### src/rtl/sim_run_sequencer_if.sv
// Control and observation bundle between the run-control side and sim_run_sequencer.
interface sim_run_sequencer_if #(
    parameter int unsigned PC_WIDTH    = 32,
    parameter int unsigned KEY_WIDTH   = 4,
    parameter int unsigned SW_WIDTH    = 10,
    parameter int unsigned NUM_STEPS   = 4,
    parameter int unsigned DELAY_WIDTH = 16
);
    localparam int unsigned AW = $clog2(NUM_STEPS);

    logic                   start;
    logic                   wr_en;
    logic [AW-1:0]          wr_addr;
    logic                   wr_valid;
    logic [DELAY_WIDTH-1:0] wr_delay;
    logic [KEY_WIDTH-1:0]   wr_key;
    logic [SW_WIDTH-1:0]    wr_sw;
    logic [PC_WIDTH-1:0]    pc;
    logic                   core_reset_n;
    logic [KEY_WIDTH-1:0]   key;
    logic [SW_WIDTH-1:0]    sw;
    logic                   busy;
    logic                   done;
    logic                   halted;
    logic                   timeout;
    logic [31:0]            cycle_count;

    modport master (
        output start, wr_en, wr_addr, wr_valid, wr_delay, wr_key, wr_sw, pc,
        input  core_reset_n, key, sw, busy, done, halted, timeout, cycle_count
    );

    modport slave (
        input  start, wr_en, wr_addr, wr_valid, wr_delay, wr_key, wr_sw, pc,
        output core_reset_n, key, sw, busy, done, halted, timeout, cycle_count
    );
endinterface

### src/rtl/sim_run_sequencer.sv
// Scripted run controller for the core: reset hold, timed KEY/SW stimulus,
// PC-stuck halt detection and a RUN-cycle timeout.
module sim_run_sequencer #(
    parameter int unsigned PC_WIDTH       = 32,
    parameter int unsigned KEY_WIDTH      = 4,
    parameter int unsigned SW_WIDTH       = 10,
    parameter int unsigned NUM_STEPS      = 4,
    parameter int unsigned DELAY_WIDTH    = 16,
    parameter int unsigned RESET_CYCLES   = 10,
    parameter int unsigned STABLE_CYCLES  = 8,
    parameter int unsigned TIMEOUT_CYCLES = 100000
) (
    input logic                CLOCK_50,
    input logic                RESET,
    sim_run_sequencer_if.slave bus
);
    localparam int unsigned AW  = $clog2(NUM_STEPS);
    localparam int unsigned HW  = $clog2(RESET_CYCLES + 1);
    localparam int unsigned SCW = $clog2(STABLE_CYCLES + 1);

    typedef enum logic [1:0] {S_IDLE, S_HOLD_RST, S_RUN, S_DONE} state_e;

    typedef struct packed {
        logic                   valid;
        logic [DELAY_WIDTH-1:0] delay;
        logic [KEY_WIDTH-1:0]   key;
        logic [SW_WIDTH-1:0]    sw;
    } step_t;

    state_e                 state_q, state_d;
    step_t                  script_q [NUM_STEPS];
    step_t                  script_d [NUM_STEPS];
    logic [HW-1:0]          hold_cnt_q, hold_cnt_d;
    logic [AW-1:0]          ptr_q, ptr_d;
    logic                   script_end_q, script_end_d;
    logic [DELAY_WIDTH-1:0] dly_cnt_q, dly_cnt_d;
    logic                   first_q, first_d;
    logic [PC_WIDTH-1:0]    pc_prev_q, pc_prev_d;
    logic [SCW-1:0]         stable_q, stable_d;
    logic [31:0]            cycle_count_q, cycle_count_d;
    logic                   core_reset_n_q, core_reset_n_d;
    logic [KEY_WIDTH-1:0]   key_q, key_d;
    logic [SW_WIDTH-1:0]    sw_q, sw_d;
    logic                   busy_q, busy_d;
    logic                   done_q, done_d;
    logic                   halted_q, halted_d;
    logic                   timeout_q, timeout_d;

    step_t                  cur;
    logic [31:0]            cyc_next;

    always_comb begin
        state_d        = state_q;
        script_d       = script_q;
        hold_cnt_d     = hold_cnt_q;
        ptr_d          = ptr_q;
        script_end_d   = script_end_q;
        dly_cnt_d      = dly_cnt_q;
        first_d        = first_q;
        pc_prev_d      = pc_prev_q;
        stable_d       = stable_q;
        cycle_count_d  = cycle_count_q;
        core_reset_n_d = core_reset_n_q;
        key_d          = key_q;
        sw_d           = sw_q;
        busy_d         = busy_q;
        done_d         = done_q;
        halted_d       = halted_q;
        timeout_d      = timeout_q;
        cur            = script_q[ptr_q];
        cyc_next       = (cycle_count_q == 32'hFFFF_FFFF) ? cycle_count_q
                                                          : cycle_count_q + 32'd1;

        // Script writes land before a same-cycle start so the new entry is used.
        if ((state_q == S_IDLE || state_q == S_DONE) && bus.wr_en) begin
            script_d[bus.wr_addr] = '{valid: bus.wr_valid, delay: bus.wr_delay,
                                      key: bus.wr_key, sw: bus.wr_sw};
        end

        case (state_q)
            S_IDLE, S_DONE: begin
                if (bus.start) begin
                    state_d        = S_HOLD_RST;
                    hold_cnt_d     = '0;
                    core_reset_n_d = 1'b0;
                    key_d          = '0;
                    sw_d           = '0;
                    busy_d         = 1'b1;
                    done_d         = 1'b0;
                    halted_d       = 1'b0;
                    timeout_d      = 1'b0;
                    cycle_count_d  = '0;
                end
            end
            S_HOLD_RST: begin
                if (hold_cnt_q == HW'(RESET_CYCLES - 1)) begin
                    state_d        = S_RUN;
                    core_reset_n_d = 1'b1;
                    ptr_d          = '0;
                    script_end_d   = 1'b0;
                    dly_cnt_d      = '0;
                    first_d        = 1'b1;
                    stable_d       = '0;
                end else begin
                    hold_cnt_d = hold_cnt_q + HW'(1);
                end
            end
            S_RUN: begin
                first_d       = 1'b0;
                pc_prev_d     = bus.pc;
                cycle_count_d = cyc_next;

                // First RUN cycle only seeds pc_prev; comparisons start after.
                if (first_q) begin
                    stable_d = '0;
                end else if (bus.pc == pc_prev_q) begin
                    stable_d = (stable_q < SCW'(STABLE_CYCLES)) ? stable_q + SCW'(1) : stable_q;
                end else begin
                    stable_d = '0;
                end

                if (!script_end_q) begin
                    if (!cur.valid) begin
                        script_end_d = 1'b1;
                    end else if (dly_cnt_q == cur.delay) begin
                        key_d     = cur.key;
                        sw_d      = cur.sw;
                        dly_cnt_d = '0;
                        if (ptr_q == AW'(NUM_STEPS - 1)) begin
                            script_end_d = 1'b1;
                        end else begin
                            ptr_d = ptr_q + AW'(1);
                        end
                    end else begin
                        dly_cnt_d = dly_cnt_q + DELAY_WIDTH'(1);
                    end
                end

                // Halt takes priority when both end conditions hit together.
                if (stable_q == SCW'(STABLE_CYCLES)) begin
                    halted_d = 1'b1;
                    state_d  = S_DONE;
                    busy_d   = 1'b0;
                    done_d   = 1'b1;
                end else if (cyc_next >= 32'(TIMEOUT_CYCLES)) begin
                    timeout_d = 1'b1;
                    state_d   = S_DONE;
                    busy_d    = 1'b0;
                    done_d    = 1'b1;
                end
            end
            default: state_d = S_IDLE;
        endcase
    end

    always_ff @(posedge CLOCK_50 or posedge RESET) begin
        if (RESET) begin
            state_q        <= S_IDLE;
            for (int i = 0; i < int'(NUM_STEPS); i++) script_q[i] <= '0;
            hold_cnt_q     <= '0;
            ptr_q          <= '0;
            script_end_q   <= 1'b0;
            dly_cnt_q      <= '0;
            first_q        <= 1'b0;
            pc_prev_q      <= '0;
            stable_q       <= '0;
            cycle_count_q  <= '0;
            core_reset_n_q <= 1'b0;
            key_q          <= '0;
            sw_q           <= '0;
            busy_q         <= 1'b0;
            done_q         <= 1'b0;
            halted_q       <= 1'b0;
            timeout_q      <= 1'b0;
        end else begin
            state_q        <= state_d;
            script_q       <= script_d;
            hold_cnt_q     <= hold_cnt_d;
            ptr_q          <= ptr_d;
            script_end_q   <= script_end_d;
            dly_cnt_q      <= dly_cnt_d;
            first_q        <= first_d;
            pc_prev_q      <= pc_prev_d;
            stable_q       <= stable_d;
            cycle_count_q  <= cycle_count_d;
            core_reset_n_q <= core_reset_n_d;
            key_q          <= key_d;
            sw_q           <= sw_d;
            busy_q         <= busy_d;
            done_q         <= done_d;
            halted_q       <= halted_d;
            timeout_q      <= timeout_d;
        end
    end

    assign bus.core_reset_n = core_reset_n_q;
    assign bus.key          = key_q;
    assign bus.sw           = sw_q;
    assign bus.busy         = busy_q;
    assign bus.done         = done_q;
    assign bus.halted       = halted_q;
    assign bus.timeout      = timeout_q;
    assign bus.cycle_count  = cycle_count_q;
endmodule

### src/flat_wrapper.sv
// flat-port wrapper written by rule: the top's interface ports become plain ports
module sim_run_sequencer_flat 
#(
    parameter int unsigned PC_WIDTH       = 32,
    parameter int unsigned KEY_WIDTH      = 4,
    parameter int unsigned SW_WIDTH       = 10,
    parameter int unsigned NUM_STEPS      = 4,
    parameter int unsigned DELAY_WIDTH    = 16,
    parameter int unsigned RESET_CYCLES   = 10,
    parameter int unsigned STABLE_CYCLES  = 8,
    parameter int unsigned TIMEOUT_CYCLES = 100000
)
  (CLOCK_50, RESET, bus_start, bus_wr_en, bus_wr_addr, bus_wr_valid, bus_wr_delay, bus_wr_key, bus_wr_sw, bus_pc, bus_core_reset_n, bus_key, bus_sw, bus_busy, bus_done, bus_halted, bus_timeout, bus_cycle_count);
  sim_run_sequencer_if #(.PC_WIDTH(PC_WIDTH), .KEY_WIDTH(KEY_WIDTH), .SW_WIDTH(SW_WIDTH), .NUM_STEPS(NUM_STEPS), .DELAY_WIDTH(DELAY_WIDTH)) bus_i ();
  input logic CLOCK_50;
  input logic RESET;
  input wire logic [$bits(bus_i.start)-1:0] bus_start;
  input wire logic [$bits(bus_i.wr_en)-1:0] bus_wr_en;
  input wire logic [$bits(bus_i.wr_addr)-1:0] bus_wr_addr;
  input wire logic [$bits(bus_i.wr_valid)-1:0] bus_wr_valid;
  input wire logic [$bits(bus_i.wr_delay)-1:0] bus_wr_delay;
  input wire logic [$bits(bus_i.wr_key)-1:0] bus_wr_key;
  input wire logic [$bits(bus_i.wr_sw)-1:0] bus_wr_sw;
  input wire logic [$bits(bus_i.pc)-1:0] bus_pc;
  output wire logic [$bits(bus_i.core_reset_n)-1:0] bus_core_reset_n;
  output wire logic [$bits(bus_i.key)-1:0] bus_key;
  output wire logic [$bits(bus_i.sw)-1:0] bus_sw;
  output wire logic [$bits(bus_i.busy)-1:0] bus_busy;
  output wire logic [$bits(bus_i.done)-1:0] bus_done;
  output wire logic [$bits(bus_i.halted)-1:0] bus_halted;
  output wire logic [$bits(bus_i.timeout)-1:0] bus_timeout;
  output wire logic [$bits(bus_i.cycle_count)-1:0] bus_cycle_count;
  assign bus_i.start = bus_start;
  assign bus_i.wr_en = bus_wr_en;
  assign bus_i.wr_addr = bus_wr_addr;
  assign bus_i.wr_valid = bus_wr_valid;
  assign bus_i.wr_delay = bus_wr_delay;
  assign bus_i.wr_key = bus_wr_key;
  assign bus_i.wr_sw = bus_wr_sw;
  assign bus_i.pc = bus_pc;
  assign bus_core_reset_n = bus_i.core_reset_n;
  assign bus_key = bus_i.key;
  assign bus_sw = bus_i.sw;
  assign bus_busy = bus_i.busy;
  assign bus_done = bus_i.done;
  assign bus_halted = bus_i.halted;
  assign bus_timeout = bus_i.timeout;
  assign bus_cycle_count = bus_i.cycle_count;
  sim_run_sequencer #(.PC_WIDTH(PC_WIDTH), .KEY_WIDTH(KEY_WIDTH), .SW_WIDTH(SW_WIDTH), .NUM_STEPS(NUM_STEPS), .DELAY_WIDTH(DELAY_WIDTH), .RESET_CYCLES(RESET_CYCLES), .STABLE_CYCLES(STABLE_CYCLES), .TIMEOUT_CYCLES(TIMEOUT_CYCLES)) u_core (.CLOCK_50(CLOCK_50), .RESET(RESET), .bus(bus_i));
endmodule
### config.mk
export PLATFORM = sky130hd
export DESIGN_NAME = sim_run_sequencer_flat
export DESIGN_NICKNAME = d
export VERILOG_FILES = /design/src/rtl/sim_run_sequencer_if.sv /design/src/rtl/sim_run_sequencer.sv /design/src/flat_wrapper.sv
export SDC_FILE = /design/constraint.sdc
export NUM_CORES = 1
export LEC_CHECK = 0
export CAP_MARGIN = 5
export CORE_MARGIN = 1
export CORE_UTILIZATION = 58
export CTS_CLUSTER_SIZE = 12
export DETAILED_ROUTE_END_ITERATION = 8
export HOLD_SLACK_MARGIN = 0.08
export PLACE_DENSITY = 0.84
export SYNTH_ARGS = -nofsm -noshare
export SYNTH_HDL_FRONTEND = slang
export SYNTH_SLANG_ARGS = --single-unit
### constraint.sdc
create_clock -name CLOCK_50 -period 12.2 [get_ports CLOCK_50]
set_input_delay 3.66 -clock CLOCK_50 [delete_from_list [all_inputs] [get_ports CLOCK_50]]
set_output_delay 3.66 -clock CLOCK_50 [all_outputs]
set_load 0.03 [all_outputs]
### After elaboration in Yosys (flattened, before gate mapping)

Index checks and enable logic that the tools add are counted.

| storage, ports and cells | value |
|---|---|
| word-level logic and storage cells | 148 |
| flip-flop bits (word level) | 237 |
| output and inout port bits | 51 |
| input bits | 69 |

| cells by class | value |
|---|---|
| muxes and demuxes | 63 |
| reductions and logical operators | 20 |
| bitwise gates (word level) | 2 |
| eq/ne operators | 21 |
| add/subtract/negate cells | 5 |
| $lt $le $gt $ge | 5 |

Operators by type and width:

| kind | count |
|---|---|
| bitwise mux 124 bit | 1 |
| two-way mux 31 bit | 3 |
| two-way mux 16 bit | 4 |
| two-way mux 32 bit | 2 |
| one-hot mux 32 bit (2 select lines) | 1 |
| binary-select mux 31 bit (select 2 bit) | 1 |
| demux 31 bit (select 2 bit) | 1 |
| two-way mux 10 bit | 4 |
| two-way mux 4 bit | 9 |
| adder 32 x 1 -> 32 bit, second input constant | 1 |
| == test 32 bit | 1 |
| == test 32 bit, second input constant | 1 |
| >= comparator 32 x 17 -> 1 bit, second input constant | 1 |
| one-hot mux 16 bit (2 select lines) | 1 |
| one-hot mux 4 bit (2 select lines) | 3 |
| one-hot mux 10 bit (2 select lines) | 1 |
| two-way mux 2 bit | 9 |
| AND reduction 3 bit | 6 |
| adder 16 x 1 -> 16 bit, second input constant | 1 |
| == test 16 bit | 1 |
| two-way mux 1 bit | 14 |
| one-hot mux 1 bit (2 select lines) | 7 |
| inequality test 2 x 1 -> 1 bit, second input constant | 5 |
| inequality test 2 bit, second input constant | 5 |
| 22 further kinds | 33 |

### Depth between registers and ports, before layout

| logic depth | value |
|---|---|
| word-level depth | 9 |
| mapped depth | 11 |

### Least setup slack after synthesis

No wires, ideal clock.

| timing path | value |
|---|---|
| kind | input -> register |
| start point | input port bus_start |
| end point | register u_core.cycle_count_q[18] (netlist: u_core.bus.cycle_count[18]) |
| buffers on the path | 4 |
| cell stages on the path | 9 |
| slack | 6,984 ps |
| library setup time | 141 ps |
| arrival | 5,075 ps |
| cells stage by stage | clkbuf_1 nor2b_1 clkbuf_8 nand2b_1 clkbuf_1 clkbuf_1 nor2_1 o21ai_0 o31ai_1 |

| on the way | value |
|---|---|
| word-level cells in the longest chain between the ends | 2 |

Ends and longest elaborated chain:

| what | line | text |
|---|---|---|
| start: declaration | flat_wrapper.sv:17 | `input wire logic [$bits(bus_i.start)-1:0] bus_start;` |
| inequality test 2 bit (no source line) | - |  |
| AND reduction 2 bit (no source line) | - |  |
| end signal: assignment | sim_run_sequencer.sv:185 | `cycle_count_q <= cycle_count_d;` |
| end: declaration | sim_run_sequencer.sv:40 | `logic [31:0] cycle_count_q, cycle_count_d;` |

No other way between the ends.
A chain may end at the register's enable or synchronous reset.

### Worst setup path in the final report

| timing path | value |
|---|---|
| start point | input port bus_start |
| end point | register u_core.cycle_count_q[4] (netlist: u_core.bus.cycle_count[4]) |

The elaborated chain is that of the path after synthesis.

==> qor.csv <==
stage,metric,value,unit
status,outcome,"complete, no violations",
yosys,synthFlopType,dfrtp_1,
clock_network,cts.sinks,237,
clock_network,ctsLongestPathBuffers,3,
global_routing,antenna_found_initial,1,
timing,skew,18.57,ps
yosys,synth_top_area_cell,dfrtp_1,
critical_path,cp.required,12640,ps
place,routabilityCongestion,0.8633,
die,fp.dieH,145.5,µm
routing,ant_nets,0,
die,pin_count,120,
routing,wl_per_cell,18.79,µm
critical_path,endpoint_kind,flop,
die,core,20230,µm²
layout,syn_to_final_growth,17.74,%
routing,num_vias,8538,
clock_network,cts-resized-gates,0,
layout,layout-drive-gt1-share,0.2288,
timing,fin_crit_sh,0.4859,
power_and_ir_drop,power_leakage,5.754,nW
yosys,syn_inst,1016,
timing,worst_slew_margin_rel,0.1868,
timing,finalSetupTns,0,ps
clock_network,cts_setup_buffers,0,
yosys,yosys_warnings,0,
clock_network,root_buffer,clkbuf_16,
place,io_buffers,119,
hold_path,worstHoldPathType,flop to flop,
power_and_ir_drop,power,3.123,mW
die,fp-row-count,52,
clock_network,numCtsBuffers,25,
routing,drt_iter0_drc,557,
critical_path,crit_slowest_cell,nand2b_1,
place,dpl.cell_count,1359,
yosys,ys_types,71,
die,initial_core_util,0.5900,
yosys,synth_top_area_share,0.4968,
critical_path,arrival,6360,ps
layout,finalNonFillerCells,1402,
timing,period_needed,5928,ps
yosys,synthArstFlopShare,1.000,
yosys,syn_area,11940,µm²
yosys,synth_edf_count,0,
global_routing,track_usage,0.2556,
clock_network,cts_tree,done,
die,die_x,145.5,µm
critical_path,path_max_fanout,29,
timing,hold_violations,0,
routing,post-route-drc-count,0,
yosys,ys_ff_latch,237,
timing,slew_violations,0,
global_routing,grt_pass1_vias,8826,
global_routing,grt_max_degree,153,
layout,fin_area,14060,µm²
layout,finalNetCount,1195,
yosys,syn_area_per_cell,11.75,µm²
routing,via_per_inst,6.090,
place,dp_hpwl,16750,µm
clock_network,clkLatencyLatePin,530,ps
critical_path,critical_path.cell_chain,"clkdlybuf4s50_1, nor2b_1, nand2b_1, nor2_1, nand4_1, nand3_1, o21ai_0",
yosys,synth_nets,1095,
timing,fmax,168.7,MHz
yosys,synth_sequential_area_ratio,0.4968,
critical_path,crit_type,input port to flop,
layout,final_common_cell,dfrtp_1,
critical_path,cp-start-kind,input port,
timing,rsz0062_at_grt,no,
power_and_ir_drop,pwr_density_cell,222.1,nW/µm²
critical_path,critPathMaxStageDelay,1000,ps
clock_network,clk_pin_slew,60,ps
layout,final_util,0.6947,
global_routing,grt_pass1_wl,44390,µm
global_routing,grt_overflow,0,
layout,layout_common_cells,"dfrtp_1, mux2_2, clkdlybuf4s50_1",
clock_network,cts_hold_buffers,0,
timing,finalSetupViolCount,0,
layout,antenna_cells,0,
routing,drt-total-wl,26350,µm
timing,tightestPinTransition,1209,ps
flow_run,maxCapViolCount,0,
clock_network,h-tree-depth,1,
yosys,synthTopCellsByArea,"dfrtp_1, mux2_2, mux4_2, o21ai_0, xnor2_1",
place,dpl_cell_area,13290,µm²
die,dieArea,21160,µm²
routing,firstDrtPassIters,5,
power_and_ir_drop,ir_worst_vdd,0.0001625,V
## registers in the layout, summed over array words and instances (netlist names), 2 cells and up
register                cells
u_core.dly_cnt_q           16
u_core.state_q              2
u_core.hold_cnt_q           4
u_core.pc_prev_q           32
u_core.script_q           124
u_core.bus.cycle_count     32
u_core.bus.sw              10
u_core.bus.key              4
u_core.stable_q             4
u_core.ptr_q                2
## stage by stage
step / hold slack [ps] / worst slack (ps)
finish: 486.4 / 6272
detailed placement: 470.9 / 5732
global route: 512.1 / 5937
floorplan: 463.4 / 2037
CTS: 493.6 / 6285
global placement: 468.3 / 5877
## worst paths after layout
check | from | end | slack [ps] | cells past startpoint
min in group asynchronous | RESET | u_core.pc_prev_q[30] | 3780 | 2
worst max register to register | u_core.ptr_q[0] | u_core.ptr_q[0] | 7910 | 9
worst min-delay path | u_core.bus.busy | u_core.bus.busy | 490 | 1
worst min register to register | u_core.bus.busy | u_core.bus.busy | 490 | 1
worst max-delay path | bus_start | u_core.bus.cycle_count[4] | 6270 | 7
max in group asynchronous | RESET | u_core.ptr_q[0] | 6680 | 3
## kinds of logic after synthesis
group                      share of synthesized area
AOI/OAI and AO/OA                            0.08196
and+or+nand+nor                               0.1174
xor gates and xnor gates                     0.04989
DFF                                           0.4968
adders and majority gates                    0.01048
muxes                                         0.2116
buffers and inverters                        0.03196
## power breakdown
part           switching, mW  internal, mW  leakage, nW  total (mW)
logic                  0.539         0.580         2.42        1.12
clock network          0.303         0.411        0.370       0.713
registers              0.193          1.10         2.97        1.29
total                   1.04          2.09         5.75        3.12
## synthesized netlist by cell type, types with 4 or more instances
cell type	count
a211oi_1	7
a21o_1	6
a21oi_1	25
a31oi_1	8
and2_1	4
and3_1	11
and3_2	4
buf_1	9
buf_2	10
clkbuf_1	30
dfrtp_1	237
ha_1	10
inv_1	27
mux2_2	156
mux2i_1	6
mux4_2	31
nand2_1	51
nand2b_1	6
nand3_1	41
nand4_1	27
nand4b_1	4
nor2_1	59
nor2b_1	6
nor3_1	12
nor4_1	17
o21ai_0	72
o31ai_1	8
or3_1	6
xnor2_1	34
xor2_1	34
## critical path, delay by kind of cell
family                 cells  cell delay, ps
buffers and inverters      1             560
AO/OA/AOI/OAI              1              80
AND/OR/NAND/NOR            5            2060
## area by class of cell
| class | instances | area, µm² |
|---|---|---|
| Fill cell | 1432 | 6177 |
| Inverter | 27 | 108.9 |
| Multi-Input combinational cell | 695 | 5640 |
| Sequential cell | 237 | 5932 |
| Clock buffer | 40 | 732.0 |
| Timing Repair Buffer | 130 | 1274 |
| Tap cell | 270 | 337.8 |
| Clock inverter | 3 | 32.53 |
## per-layer routing
metal / wire, µm / share of wire / global-route usage
met5: 13 / 0.00049 / 0
met4: 500 / 0.019 / 0.07263
met3: 1421 / 0.054 / 0.03887
met2: 13020 / 0.49 / 0.4224
met1: 11390 / 0.43 / 0.3540
Note: power is estimated with default switching activity, not from simulation.
